File: src/rtl/key_pkg.sv
// Shared key definitions for the Tic-Tac-Toe serial link.
// Both the transmit-side encoder and the receive-side decoder use this
// package, so the two ends agree on byte values and key ordering.
package key_pkg;

  // ASCII codes carried on the link.
  localparam logic [7:0] KEY_W     = 8'h77;  // up
  localparam logic [7:0] KEY_S     = 8'h73;  // down
  localparam logic [7:0] KEY_A     = 8'h61;  // left
  localparam logic [7:0] KEY_D     = 8'h64;  // right
  localparam logic [7:0] KEY_SPACE = 8'h20;  // space
  localparam logic [7:0] KEY_ENTER = 8'h0D;  // enter (CR)

  // Key index. The order is also the arbitration priority (lowest wins).
  typedef enum logic [2:0] {
    UP    = 3'd0,
    DOWN  = 3'd1,
    LEFT  = 3'd2,
    RIGHT = 3'd3,
    SPACE = 3'd4,
    ENTER = 3'd5
  } key_idx_e;

  localparam int NUM_KEYS = 6;

  // Default per-key lockout after an accepted press (10 ms at 50 MHz).
  localparam int COOLDOWN_CYCLES_DEFAULT = 500000;

  // Width of each cooldown down-counter; holds up to 1,048,575.
  localparam int COOLDOWN_W = 20;

  // Map a key index to the byte sent on the link.
  function automatic logic [7:0] key_code(input logic [2:0] idx);
    logic [7:0] code;
    code = 8'h00;
    case (idx)
      UP:      code = KEY_W;
      DOWN:    code = KEY_S;
      LEFT:    code = KEY_A;
      RIGHT:   code = KEY_D;
      SPACE:   code = KEY_SPACE;
      ENTER:   code = KEY_ENTER;
      default: code = 8'h00;
    endcase
    return code;
  endfunction

endpackage

File: src/rtl/byte_fifo.sv
// Small synchronous FIFO. Pointers carry one extra wrap bit so that
// full (same address, different wrap) and empty (identical pointers)
// are distinguishable without a separate flag. A push into a full FIFO
// is refused even when a pop happens in the same cycle; the caller is
// expected to detect that case through the full output.
module byte_fifo #(
  parameter int DEPTH = 4,
  parameter int WIDTH = 8
) (
  input  logic                     clk,
  input  logic                     reset,
  input  logic                     push,
  input  logic [WIDTH-1:0]         push_data,
  input  logic                     pop,
  output logic [WIDTH-1:0]         pop_data,
  output logic                     full,
  output logic                     empty,
  output logic [$clog2(DEPTH):0]   count
);

  localparam int AW = $clog2(DEPTH);

  logic [AW:0]      wr_ptr_q, wr_ptr_d;
  logic [AW:0]      rd_ptr_q, rd_ptr_d;
  logic [AW:0]      count_q,  count_d;
  logic [WIDTH-1:0] mem [DEPTH];
  logic             do_push;
  logic             do_pop;

  assign empty = (wr_ptr_q == rd_ptr_q);
  assign full  = (wr_ptr_q[AW] != rd_ptr_q[AW]) &&
                 (wr_ptr_q[AW-1:0] == rd_ptr_q[AW-1:0]);
  assign count = count_q;

  // Head entry is forced to zero while empty so the output reads 0 after reset.
  assign pop_data = empty ? '0 : mem[rd_ptr_q[AW-1:0]];

  // Qualify requests against full/empty and compute next pointers and occupancy.
  always_comb begin
    do_push  = push & ~full;
    do_pop   = pop & ~empty;
    wr_ptr_d = wr_ptr_q;
    rd_ptr_d = rd_ptr_q;
    count_d  = count_q;
    if (do_push) begin
      wr_ptr_d = wr_ptr_q + (AW+1)'(1);
    end
    if (do_pop) begin
      rd_ptr_d = rd_ptr_q + (AW+1)'(1);
    end
    case ({do_push, do_pop})
      2'b10:   count_d = count_q + (AW+1)'(1);
      2'b01:   count_d = count_q - (AW+1)'(1);
      default: count_d = count_q;
    endcase
  end

  // Pointer and occupancy registers.
  always_ff @(posedge clk or posedge reset) begin
    if (reset) begin
      wr_ptr_q <= '0;
      rd_ptr_q <= '0;
      count_q  <= '0;
    end else begin
      wr_ptr_q <= wr_ptr_d;
      rd_ptr_q <= rd_ptr_d;
      count_q  <= count_d;
    end
  end

  // Storage array; contents need no reset because empty masks the read.
  always_ff @(posedge clk) begin
    if (do_push) begin
      mem[wr_ptr_q[AW-1:0]] <= push_data;
    end
  end

endmodule

File: src/rtl/key_encoder.sv
// Turns debounced button levels into link key bytes. Each key has a
// rising-edge detector and a lockout counter; accepted presses set a
// pending bit, a fixed-priority arbiter moves one pending key per cycle
// into a byte FIFO, and the FIFO feeds the UART over valid/ready.
module key_encoder
  import key_pkg::*;
#(
  parameter int FIFO_DEPTH      = 4,
  parameter int COOLDOWN_CYCLES = COOLDOWN_CYCLES_DEFAULT
) (
  input  logic                          clk,
  input  logic                          reset,
  input  logic                          up,
  input  logic                          down,
  input  logic                          left,
  input  logic                          right,
  input  logic                          enter,
  input  logic                          space,
  output logic [7:0]                    tx_data,
  output logic                          tx_valid,
  input  logic                          tx_ready,
  output logic                          overflow,
  output logic [$clog2(FIFO_DEPTH):0]   fifo_count
);

  localparam logic [COOLDOWN_W-1:0] COOLDOWN_LOAD = COOLDOWN_W'(COOLDOWN_CYCLES);

  logic [NUM_KEYS-1:0]   level;
  logic [NUM_KEYS-1:0]   prev_q, prev_d;
  logic [NUM_KEYS-1:0]   pending_q, pending_d;
  logic [NUM_KEYS-1:0]   key_edge;
  logic [NUM_KEYS-1:0]   accept;
  logic [NUM_KEYS-1:0]   grant;
  logic [COOLDOWN_W-1:0] cooldown_q [NUM_KEYS];
  logic [COOLDOWN_W-1:0] cooldown_d [NUM_KEYS];
  logic                  push;
  logic [7:0]            push_code;
  logic                  fifo_full;
  logic                  fifo_empty;
  logic                  overflow_q, overflow_d;

  // Key vector in priority order.
  assign level[UP]    = up;
  assign level[DOWN]  = down;
  assign level[LEFT]  = left;
  assign level[RIGHT] = right;
  assign level[SPACE] = space;
  assign level[ENTER] = enter;

  // Rising-edge detect and per-key lockout: only an edge seen while the
  // counter is idle is accepted, and it restarts the lockout.
  always_comb begin
    key_edge = level & ~prev_q;
    prev_d   = level;
    accept   = '0;
    for (int i = 0; i < NUM_KEYS; i++) begin
      cooldown_d[i] = cooldown_q[i];
      accept[i]     = key_edge[i] && (cooldown_q[i] == '0);
      if (accept[i]) begin
        cooldown_d[i] = COOLDOWN_LOAD;
      end else if (cooldown_q[i] != '0) begin
        cooldown_d[i] = cooldown_q[i] - COOLDOWN_W'(1);
      end
    end
  end

  // Fixed-priority arbiter: the lowest-index pending key is pushed this cycle.
  always_comb begin
    grant     = '0;
    push      = 1'b0;
    push_code = 8'h00;
    for (int i = 0; i < NUM_KEYS; i++) begin
      if (!push && pending_q[i]) begin
        grant[i]  = 1'b1;
        push      = 1'b1;
        push_code = key_code(3'(i));
      end
    end
  end

  // Pending update and overflow detection. A granted key is cleared even
  // when its byte is dropped; a new acceptance is merged in afterwards.
  always_comb begin
    pending_d  = (pending_q & ~grant) | accept;
    overflow_d = push & fifo_full;
  end

  // Edge-detect, lockout, pending and overflow registers.
  always_ff @(posedge clk or posedge reset) begin
    if (reset) begin
      prev_q     <= '0;
      pending_q  <= '0;
      overflow_q <= 1'b0;
      for (int i = 0; i < NUM_KEYS; i++) begin
        cooldown_q[i] <= '0;
      end
    end else begin
      prev_q     <= prev_d;
      pending_q  <= pending_d;
      overflow_q <= overflow_d;
      for (int i = 0; i < NUM_KEYS; i++) begin
        cooldown_q[i] <= cooldown_d[i];
      end
    end
  end

  byte_fifo #(
    .DEPTH (FIFO_DEPTH),
    .WIDTH (8)
  ) u_fifo (
    .clk       (clk),
    .reset     (reset),
    .push      (push),
    .push_data (push_code),
    .pop       (tx_ready),
    .pop_data  (tx_data),
    .full      (fifo_full),
    .empty     (fifo_empty),
    .count     (fifo_count)
  );

  assign tx_valid = ~fifo_empty;
  assign overflow = overflow_q;

endmodule

File: config.mk
export PLATFORM = sky130hd
export DESIGN_NAME = key_encoder
export DESIGN_NICKNAME = d
export VERILOG_FILES = /design/src/rtl/key_pkg.sv /design/src/rtl/byte_fifo.sv /design/src/rtl/key_encoder.sv
export SDC_FILE = /design/constraint.sdc
export NUM_CORES = 1
export LEC_CHECK = 0
export ABC_AREA = 1
export CAP_MARGIN = 5
export CORE_MARGIN = 3
export CORE_UTILIZATION = 30
export CTS_CLUSTER_DIAMETER = 80
export DETAILED_ROUTE_END_ITERATION = 16
export GPL_TIMING_DRIVEN = 0
export HOLD_SLACK_MARGIN = 0.1
export SETUP_SLACK_MARGIN = 0.5
export SLEW_MARGIN = 20
export SYNTH_ARGS = -nofsm -noshare
export SYNTH_HDL_FRONTEND = slang
export SYNTH_SLANG_ARGS = --single-unit
File: constraint.sdc
create_clock -name clk -period 6.05 [get_ports clk]
set_input_delay 0.605 -clock clk [delete_from_list [all_inputs] [get_ports clk]]
set_output_delay 0.605 -clock clk [all_outputs]
set_load 0.05 [all_outputs]
==> metrics.md, run 1 <==
| Metric | Value |
|---|---|
| R2R Setup Slk | `3.61 ns` |
| WP data arrival | `2.70 ns` |
| DRT iter0 DRCs | `403` |
| Fin nets | `1195` |
| Max clock buf depth | `2` |
| Worst slack, placed | `3.16 ns` |
| CP startpoint kind | `flop` |
| GPL Wtd Cong | `0.842` |
| Post-synth EDFFs | `24` |
| Pre-antenna DRT Iters | `5` |
| WHS Endpoint | `cooldown_q[79]` |
| Max-cap violations | `0` |
| H-tree levels | `4` |
| Maximum vdd drop | `192 uV` |
| HP Start | `cooldown_q[79]` |
| Hold crit path type | `flop to flop` |
| Syn. warnings | `0` |
| Pin count of the biggest net entering global routing | `81` |
| Flop pwr share | `0.400` |
| Initial antenna violation count | `0` |
| Mapped Area | `8950 um^2` |
| Post-CTS setup buffer count | `0` |
| Largest family of logic cells by synthesized area | `simple AND/OR/NAND/NOR gates` |
| Buffers on Ports | `20` |
| Gate power share | `0.247` |
| Hold-fix buffers, CTS | `0` |
| Hold Path Depth | `2` |
| Die H | `179 um` |
| WS Path Type | `flop to output pin` |
| P_int | `2.18 mW` |
| Filler-free cell count of the finished design | `1569` |
| FF-to-FF path depth | `13` |
| Clock Skews | `0.0106 ns` |
| Synth Area in Compound Gates | `0.0577` |
| Vias in the first global route | `6983` |
| Core area | `29100 um^2` |
| Inst Count DP | `1538` |
| Multi-input logic area | `3970 um^2` |
| Filler cell count | `3023` |
| Post-synthesis sequential area ratio | `0.477` |
| Xor/xnor share of the synthesized area | `0.0411` |
| Reg2reg end | `u_fifo.count[2]` |
| Post-synthesis cell type count | `37` |
| Crit path max fanout | `10` |
| Reg2reg start | `pending_q[0]` |
| Crit path time final | `3.31 ns` |
| Slew Viols, Final | `0` |
| Fraction of layout cells with a size suffix above 1 | `0.0895` |
| DRC | `0` |
| Achievable frequency | `0.302 GHz` |
| Area Overhead vs Synth | `14.9%` |
| ANT cells | `0` |
| Cells after Synth | `1133` |
| Initial Util | `0.308` |
| Syn_nets | `1155` |
| Tcrit/Tclk final | `0.547` |
| CTS clk-pin slew, worst paths | `0.06 ns` |
| Req. time, crit path | `5.44 ns` |
| Post-CTS Resized | `0` |
| WL per Instance | `11.6 um` |
| Post-synthesis register bit count | `166` |
| Final hold vios | `0` |
| NetSw | `1.09 mW` |
| Antenna-violating nets left | `0` |
| Storage element area | `4270 um^2` |
| Total power | `3.27 mW` |
| RSZ-0062 raised after global routing | `no` |
| Synthesized area per cell | `7.90 um^2` |
| Number of buffers created by CTS | `17` |
| Root buffer cell | `clkbuf_16` |
| Total Routing Usage GR | `0.122` |
| Clock latency reported for the late side of the worst-skew pair | `0.42 ns` |
| Slew HR | `0.567` |
| DR vias | `6989` |
| Clock power frac | `0.353` |
| Actual slew at the worst max-slew pin | `0.648 ns` |
| Predominant post-synthesis flop cell | `dfrtp_1` |
| Number of placed I/O pins | `22` |
| Drt total wl | `18.2 mm` |
| GRT overflow | `0` |
| CTS Sinks | `166` |
| Hold WS | `0.474 ns` |
| Mux cell area share after synthesis | `0` |
| Total negative slack | `0 ns` |
| Post-Synth Simple-Gate Area | `0.325` |
| Row count | `62` |
| Die area | `31900 um^2` |
| CTS tree | `built` |
| Die Wd | `179 um` |
| Endpoints failing setup | `0` |
| Cell Pwr Density | `318 nW/um^2` |
| First-pass GRT wire length | `32.2 mm` |
| Synth async-reset ratio | `0.855` |
| Vias/cell | `4.45` |
| Synth Area in Adders | `0.0190` |
| Final setup margin | `2.74 ns` |
| Outcome | `complete, no violations` |
| Crit end category | `output pin` |
| Sw Ratio | `0.332` |
| Dpl hpwl | `13.1 mm` |
| Leakage Power | `4.70 nW` |
==> kinds of logic after synthesis <==
| family | after synthesis |
|---|---|
| xor gates and xnor gates | 42 |
| and+or+nand+nor | 635 |
| AOI/OAI and AO/OA | 92 |
| other | 1 |
| DFF | 166 |
| buffers and inverters | 184 |
| adders and majority gates | 13 |
==> stage by stage <==
step / utilization / area, um^2
after floorplan: - / 8950
after global placement: 0.331 / 9630
after detailed placement: 0.332 / 9670
after CTS: 0.353 / 10300
after global routing: 0.353 / 10300
final: 0.353 / 10300
==> synthesized netlist by cell type, types with 4 or more instances <==
library cell  count  area [um^2]
nand2_1         263          987
nor2_1          199          747
inv_1           167          627
dfrtp_1         142         3550
nand3_1          58          290
o21ai_0          53          265
nand4_1          26          163
edfxtp_1         24          721
xor2_1           23          201
xnor2_1          19          166
nand3b_1         18          135
nor2_2           18          113
nand2_2          17          106
a21oi_1          13         65.1
ha_1             12          150
nor2_4           12          135
nor3_1           12         60.1
a31oi_1          11         68.8
inv_2            11         41.3
o32ai_1           6         52.6
nand3_4           5         87.6
o22ai_1           4         25.0
==> worst max-delay path: stages, from the launching register on <==
cell	delay (ns)
dfrtp_1	0.48
clkbuf_1	0.38
o21ai_0	0.15
o32ai_1	0.13
nand2_1	0.14
inv_1	0.10
buf_4	0.10
clkdlybuf4s50_1	0.79
==> registers in the layout (all words and copies together) (netlist names) <==
signal           count
u_fifo.count         3
overflow             1
u_fifo.rd_ptr_q      3
pending_q            6
cooldown_q         120
prev_q               6
u_fifo.wr_ptr_q      3
u_fifo.mem          24
==> worst max path at each step <==
stage / start / to / cells after the start
after floorplan: reset / cooldown_q[0] / 1
after global placement: reset / cooldown_q[63] / 2
after detailed placement: u_fifo.rd_ptr_q[0] / tx_data[4] / 8
after CTS: u_fifo.rd_ptr_q[0] / tx_data[4] / 8
after global routing: u_fifo.rd_ptr_q[1] / tx_data[4] / 7
final: u_fifo.rd_ptr_q[1] / tx_data[4] / 7
==> area by class of cell <==
| cell class | instances | area share |
|---|---|---|
| clock inverters | 9 | 0.0135 |
| repair buffers | 21 | 0.0221 |
| plain buffers | 6 | 0.00389 |
| flip-flops and latches | 166 | 0.416 |
| multi-input cells | 783 | 0.386 |
| well taps | 384 | 0.0467 |
| clock buffers | 22 | 0.0462 |
| inverters | 178 | 0.0657 |
==> layer usage <==
layer | share of wire | track usage | routed length (um)
met5 | 0 | 0 | 0
met4 | 0.011 | 0.0344 | 193
met3 | 0.025 | 0.0269 | 461
met2 | 0.48 | 0.207 | 8690
met1 | 0.49 | 0.157 | 8900
==> layout by cell type, fill, tap and decap left out, types with 3 or more instances in the layout <==
master,netlist,routed
nand2_2,17,17
a21oi_1,13,13
clkbuf_1,1,4
o32ai_1,6,6
nand3b_1,18,18
inv_1,167,166
clkbuf_16,0,18
nor2_4,12,12
nand2_1,263,263
o21ai_0,53,53
edfxtp_1,24,24
dfrtp_1,142,142
xor2_1,23,23
nand4_1,26,26
inv_2,11,11
xnor2_1,19,19
nor2_2,18,18
clkdlybuf4s50_1,0,20
a31oi_1,11,11
bufinv_16,0,3
ha_1,12,12
nor3_1,12,12
nand3_1,58,58
nand3_4,5,5
o22ai_1,4,4
nor2_1,199,199
==> power groups by stage <==
stage | sequential [mW] | combinational, mW | clock, mW
2_1_floorplan | 1.34 | 0.556 | 0
3_3_place_gp | 1.33 | 0.804 | 0
3_5_place_dp | 1.33 | 0.822 | 0
4_1_cts | 1.31 | 0.825 | 1.18
5_1_grt | 1.32 | 0.900 | 1.23
6_report | 1.31 | 0.807 | 1.15
Power figures use the tool's default switching activity.
==> run 2, diff against run 1 <==
==> constraint.sdc (replaced) <==
create_clock -name clk -period 2.9 [get_ports clk]
set_input_delay 0.29 -clock clk [delete_from_list [all_inputs] [get_ports clk]]
set_output_delay 0.29 -clock clk [all_outputs]
set_load 0.05 [all_outputs]
==> run 2 against run 1 <==
Worst setup slack got worse by 2.1 ns. Sequential power up 110%. Via count increased by 1.8%. Flip-flop and latch count stayed put. Non-clock buffer count increased by 11. Final cell count is 0.76% higher. Largest cell class unchanged. Highest routed layer unchanged.
==> metrics.md, run 2 (synthesis gave the netlist of run 1 again) <==
| Metric | Value |
|---|---|
| Outcome | `complete, no violations` |
| Tcrit/Tclk final | `0.785` |
| WP data arrival | `1.99 ns` |
| Max clock buf depth | `2` |
| Initial Util | `0.308` |
| Pin count of the biggest net entering global routing | `33` |
| CTS clk-pin slew, worst paths | `0.06 ns` |
| DRC | `0` |
| CTS tree | `built` |
| Most frequent cells in the layout | `261 x nand2_1, 199 x nor2_1, 164 x inv_1` |
| Leakage Power | `4.78 nW` |
| H-tree levels | `4` |
| Multi-input logic area | `4000 um^2` |
| Total negative slack | `0 ns` |
| Antenna-violating nets left | `0` |
| Clock latency reported for the late side of the worst-skew pair | `0.43 ns` |
| Number of placed I/O pins | `22` |
| Vias/cell | `4.50` |
| ANT cells | `0` |
| Max-cap violations | `0` |
| Req. time, crit path | `2.61 ns` |
| Dpl hpwl | `13.6 mm` |
| WL per Instance | `11.5 um` |
| RSZ-0062 raised after global routing | `yes` |
| NetSw | `2.23 mW` |
| DRT iter0 DRCs | `455` |
| Hold crit path type | `input pin to async pin` |
| DP Area | `9740 um^2` |
| Crit end category | `output pin` |
| Achievable frequency | `0.439 GHz` |
| Crit. Startpoint | `u_fifo.rd_ptr_q[0]` |
| Die Wd | `179 um` |
| Initial antenna violation count | `0` |
| Vias in the first global route | `6896` |
| Fin util | `0.359` |
| DR vias | `7115` |
| Slew HR | `0.572` |
| Maximum vdd drop | `390 uV` |
| Filler cell count | `2993` |
| First-pass GRT wire length | `32.0 mm` |
| Crit path max fanout | `6` |
| Reg with most FFs | `cooldown_q` |
| GRT overflow | `0` |
| Actual slew at the worst max-slew pin | `0.639 ns` |
| Sw Ratio | `0.328` |
| Max reg flops | `120` |
| P_int | `4.58 mW` |
| Inst Count DP | `1542` |
| Reg2reg start | `pending_q[1]` |
| Storage element area | `4280 um^2` |
| Die H | `179 um` |
| Pre-antenna DRT Iters | `6` |
| Most common cell after layout, fill and taps aside | `nand2_1` |
| Filler-free cell count of the finished design | `1581` |
| Hold-fix buffers, CTS | `0` |
| Fin nets | `1206` |
| Area Overhead vs Synth | `16.6%` |
| Gate power share | `0.255` |
| Number of buffers created by CTS | `17` |
| Core area | `29100 um^2` |
| CTS Sinks | `166` |
| Total Routing Usage GR | `0.122` |
| Buffers on Ports | `20` |
| WS Path Type | `flop to output pin` |
| CP startpoint kind | `flop` |
| Row count | `62` |
| GPL Wtd Cong | `0.838` |
| Drt total wl | `18.2 mm` |
| Final hold vios | `0` |
| Die area | `31900 um^2` |
| Flop pwr share | `0.402` |
| Fraction of layout cells with a size suffix above 1 | `0.112` |
| Root buffer cell | `clkbuf_16` |
| Clock Skews | `0.00982 ns` |
| Final instance area | `10400 um^2` |
| Endpoints failing setup | `0` |
| Cell Pwr Density | `653 nW/um^2` |
| Crit path time final | `2.28 ns` |
| Slew Viols, Final | `0` |
| Clock power frac | `0.343` |
[run 2: timing repair]
action                                  CTS  global route
buffers inserted                          2             5
endpoints found under the setup margin    9            10
resized for setup                        34            14
pin swaps                                 1             3
[run 2: routing by layer]
metal | vias to the layer above | track usage | share of wire
met1 | 3345 | 0.159 | 0.49
met2 | 87 | 0.203 | 0.47
met5 | - | 0 | 0
li1 | 3665 | - | -
met3 | 18 | 0.0267 | 0.029
met4 | 0 | 0.0344 | 0.012
[run 2: through the flow]
stage | worst slack (ns) | hold slack (ns) | power, mW
3_3_place_gp | -0.607 | 0.461 | 4.46
5_1_grt | 0.487 | 0.185 | 7.21
3_5_place_dp | 0.330 | 0.463 | 4.50
4_1_cts | 0.412 | 0.161 | 6.85
2_1_floorplan | 0.656 | 0.321 | 3.96
6_report | 0.623 | 0.164 | 6.82
[run 2: power groups by stage]
stage               combinational (mW)  clock [mW]  sequential [mW]
floorplan                         1.16           0             2.80
global placement                  1.68           0             2.77
detailed placement                1.72           0             2.77
CTS                               1.71        2.41             2.74
global route                      1.93        2.51             2.77
finish                            1.74        2.34             2.74
[run 2: final timing paths]
kind	slack [ns]	endpoint	cells past startpoint
min in group clk	0.34	prev_q[4]	1
worst max-delay path	0.62	tx_data[4]	8
worst min-delay path	0.16	cooldown_q[93]	2
worst min register to register	0.47	u_fifo.count[2]	1
max in group asynchronous	1.88	cooldown_q[76]	5
worst max register to register	0.67	u_fifo.count[2]	13
[run 2: final cells by class]
type,count,area share
Buffer,6,0.00455
Timing Repair Buffer,32,0.0337
Clock buffer,24,0.0471
Inverter,178,0.0643
Clock inverter,8,0.0116
Tap cell,384,0.0460
Multi-Input combinational cell,783,0.383
Sequential cell,166,0.410
[run 2: worst max-delay path, stage by stage, from the launching register on]
cell and delay [ns]:
dfrtp_2 0.46, xor2_1 0.18, nor2_1 0.16, nand2_2 0.13, buf_12 0.16, nand2_1 0.10
inv_1 0.06, buf_4 0.12, clkbuf_4 0.20
==> run 3, diff against run 2 <==
==> constraint.sdc (replaced) <==
create_clock -name clk -period 1.83 [get_ports clk]
set_input_delay 0.183 -clock clk [delete_from_list [all_inputs] [get_ports clk]]
set_output_delay 0.183 -clock clk [all_outputs]
set_load 0.05 [all_outputs]
==> run 3 against run 2 <==
The run now ends with negative setup slack left. Worst setup slack got worse by 0.84 ns. Sequential power rose by 61%. First-iteration DRC count fell by 13%. Core utilization up 10 points. Register-to-register slack got worse by 0.86 ns. Non-clock buffer count grew 156. Design area grew 29%. Power increased by 76%. Global-route usage is 1.3 points higher. Clock skew increased by 0.0035 ns. Critical path type unchanged.
==> metrics.md, run 3 (synthesis gave the netlist of run 1 again) <==
| Metric | Value |
|---|---|
| Slew HR | `0.553` |
| Die area | `31900 um^2` |
| Max clock buf depth | `2` |
| CP startpoint kind | `flop` |
| First-pass GRT wire length | `35.4 mm` |
| Die H | `179 um` |
| Final setup margin | `-0.213 ns` |
| GPL Wtd Cong | `0.813` |
| H-tree levels | `4` |
| Maximum vdd drop | `746 uV` |
| Drt total wl | `22.1 mm` |
| Critical Path Most Common Cell | `buf_6` |
| GRT overflow | `0` |
| Endpoints failing setup | `13` |
| CTS clk-pin slew, worst paths | `0.07 ns` |
| Fraction of layout cells with a size suffix above 1 | `0.440` |
| WL per Instance | `12.7 um` |
| Antenna-violating nets left | `0` |
| Req. time, crit path | `1.65 ns` |
| Total power | `12.0 mW` |
| WS Path Type | `flop to output pin` |
| Clock Skews | `0.0133 ns` |
| Die Wd | `179 um` |
| Initial antenna violation count | `0` |
| WP data arrival | `1.86 ns` |
| Total Routing Usage GR | `0.134` |
| Failing checks | `negative setup slack` |
| Vias in the first global route | `7760` |
| Filler-free cell count of the finished design | `1738` |
| CP peak stage delay | `0.48 ns` |
| Cell Pwr Density | `894 nW/um^2` |
| Initial Util | `0.308` |
| Row count | `62` |
| Most common cell after layout, fill and taps aside | `nand2_1` |
| Max-cap violations | `0` |
| ANT cells | `0` |
| Reg with most FFs | `cooldown_q` |
| Fin util | `0.462` |
| Number of buffers created by CTS | `17` |
| Dpl hpwl | `13.3 mm` |
| CP cell instances | `inv_4 -> buf_6 -> nor2_1 -> o32ai_4 -> nand2_4 -> clkinvlp_4 -> buf_6 -> buf_8` |
| Pre-antenna DRT Iters | `4` |
| Area Overhead vs Synth | `50.0%` |
| Buffers on Ports | `20` |
| Clock latency reported for the late side of the worst-skew pair | `0.43 ns` |
| Leakage Power | `5.93 nW` |
| Hold crit path type | `input pin to flop` |
| DR vias | `7977` |
| Max reg flops | `120` |
| Number of placed I/O pins | `22` |
| Crit path max fanout | `5` |
| CTS Sinks | `166` |
| Crit-path slowest cell | `dfrtp_2` |
| Vias/cell | `4.59` |
| Final hold vios | `0` |
| DRC | `0` |
| Hold-fix buffers, CTS | `0` |
| CTS tree | `built` |
| Actual slew at the worst max-slew pin | `0.669 ns` |
| Outcome | `finished with violations` |
| Slew Viols, Final | `0` |
| Crit end category | `output pin` |
| Core area | `29100 um^2` |
| Achievable frequency | `0.490 GHz` |
| Root buffer cell | `clkbuf_16` |
| DRT iter0 DRCs | `397` |
| Tcrit/Tclk final | `1.12` |
| Fin nets | `1363` |
| Pin count of the biggest net entering global routing | `33` |
| Inst Count DP | `1541` |
| Worst slack, placed | `-0.643 ns` |
| Most frequent cells in the layout | `181 x nand2_1, 127 x dfrtp_1, 126 x inv_1` |
| Crit path time final | `2.04 ns` |
| RSZ-0062 raised after global routing | `yes` |
## run 3: cell count changes in the layout (fill, tap and decap cells not counted), sizes merged
cell           change
buf              +165
bufinv             -3
clkbuf             -7
clkdlybuf4s15      -2
clkdlybuf4s50      -4
clkinv             +1
clkinvlp           +4
dlygate4sd2        -1
inv                +3
nand3              +1
## run 3: path summary, 6_finish.rpt
kind	start	to	slack [ns]	cells past startpoint
max reg2reg	pending_q[0]	u_fifo.count[2]	-0.19	13
min in group asynchronous	reset	cooldown_q[3]	0.22	2
min	left	prev_q[2]	0.21	1
max	u_fifo.rd_ptr_q[0]	tx_data[4]	-0.21	8
min reg2reg	cooldown_q[79]	cooldown_q[79]	0.48	2
max in group asynchronous	reset	cooldown_q[30]	0.77	4
## run 3: stage by stage
step           hold WS, ns  area (um^2)  setup TNS, ns
3_5_place_dp         0.471        10000          -4.75
2_1_floorplan        0.214         9280         -18.70
4_1_cts              0.201        12000          -1.41
5_1_grt              0.200        13400          -2.67
3_3_place_gp         0.461         9960        -228.29
6_report             0.213        13400          -1.62
## run 3: timing repair
action / in CTS / in global routing
resized for setup: 258 / 270
setup endpoints to repair: 187 / 185
cloned: 3 / 0
buffers inserted: 104 / 58
pin swaps: 89 / 115
## run 3: per-layer routing
| metal | global-route usage | part of all wire | vias to the layer above |
|---|---|---|---|
| met5 | 0 | 0 | - |
| met4 | 0.0390 | 0.012 | 0 |
| met3 | 0.0244 | 0.023 | 26 |
| met2 | 0.233 | 0.52 | 100 |
| met1 | 0.171 | 0.45 | 3851 |
| li1 | - | - | 4000 |
## run 3: report_power, final
group	switching (mW)	internal, mW	total (mW)
combinational	2.33	1.90	4.24
sequential	0.385	4.03	4.42
clock	1.59	1.76	3.34
## run 3: cell type report
class,count,area (um^2)
fill,2646,15700
multi-input combinational,784,5560
sequential,166,4290
timing repair buffer,188,1770
inverter,178,733
tap,384,480
clock buffer,19,433
clock inverter,13,97.6
buffer,6,63.8
## run 3: critical path: cells and delay by family, from the launching register on
| family | cells | cell delay, ns |
|---|---|---|
| buffers and inverters | 5 | 0.56 |
| flip-flops | 1 | 0.48 |
| AND/OR/NAND/NOR | 2 | 0.26 |
| AO/OA/AOI/OAI | 1 | 0.13 |
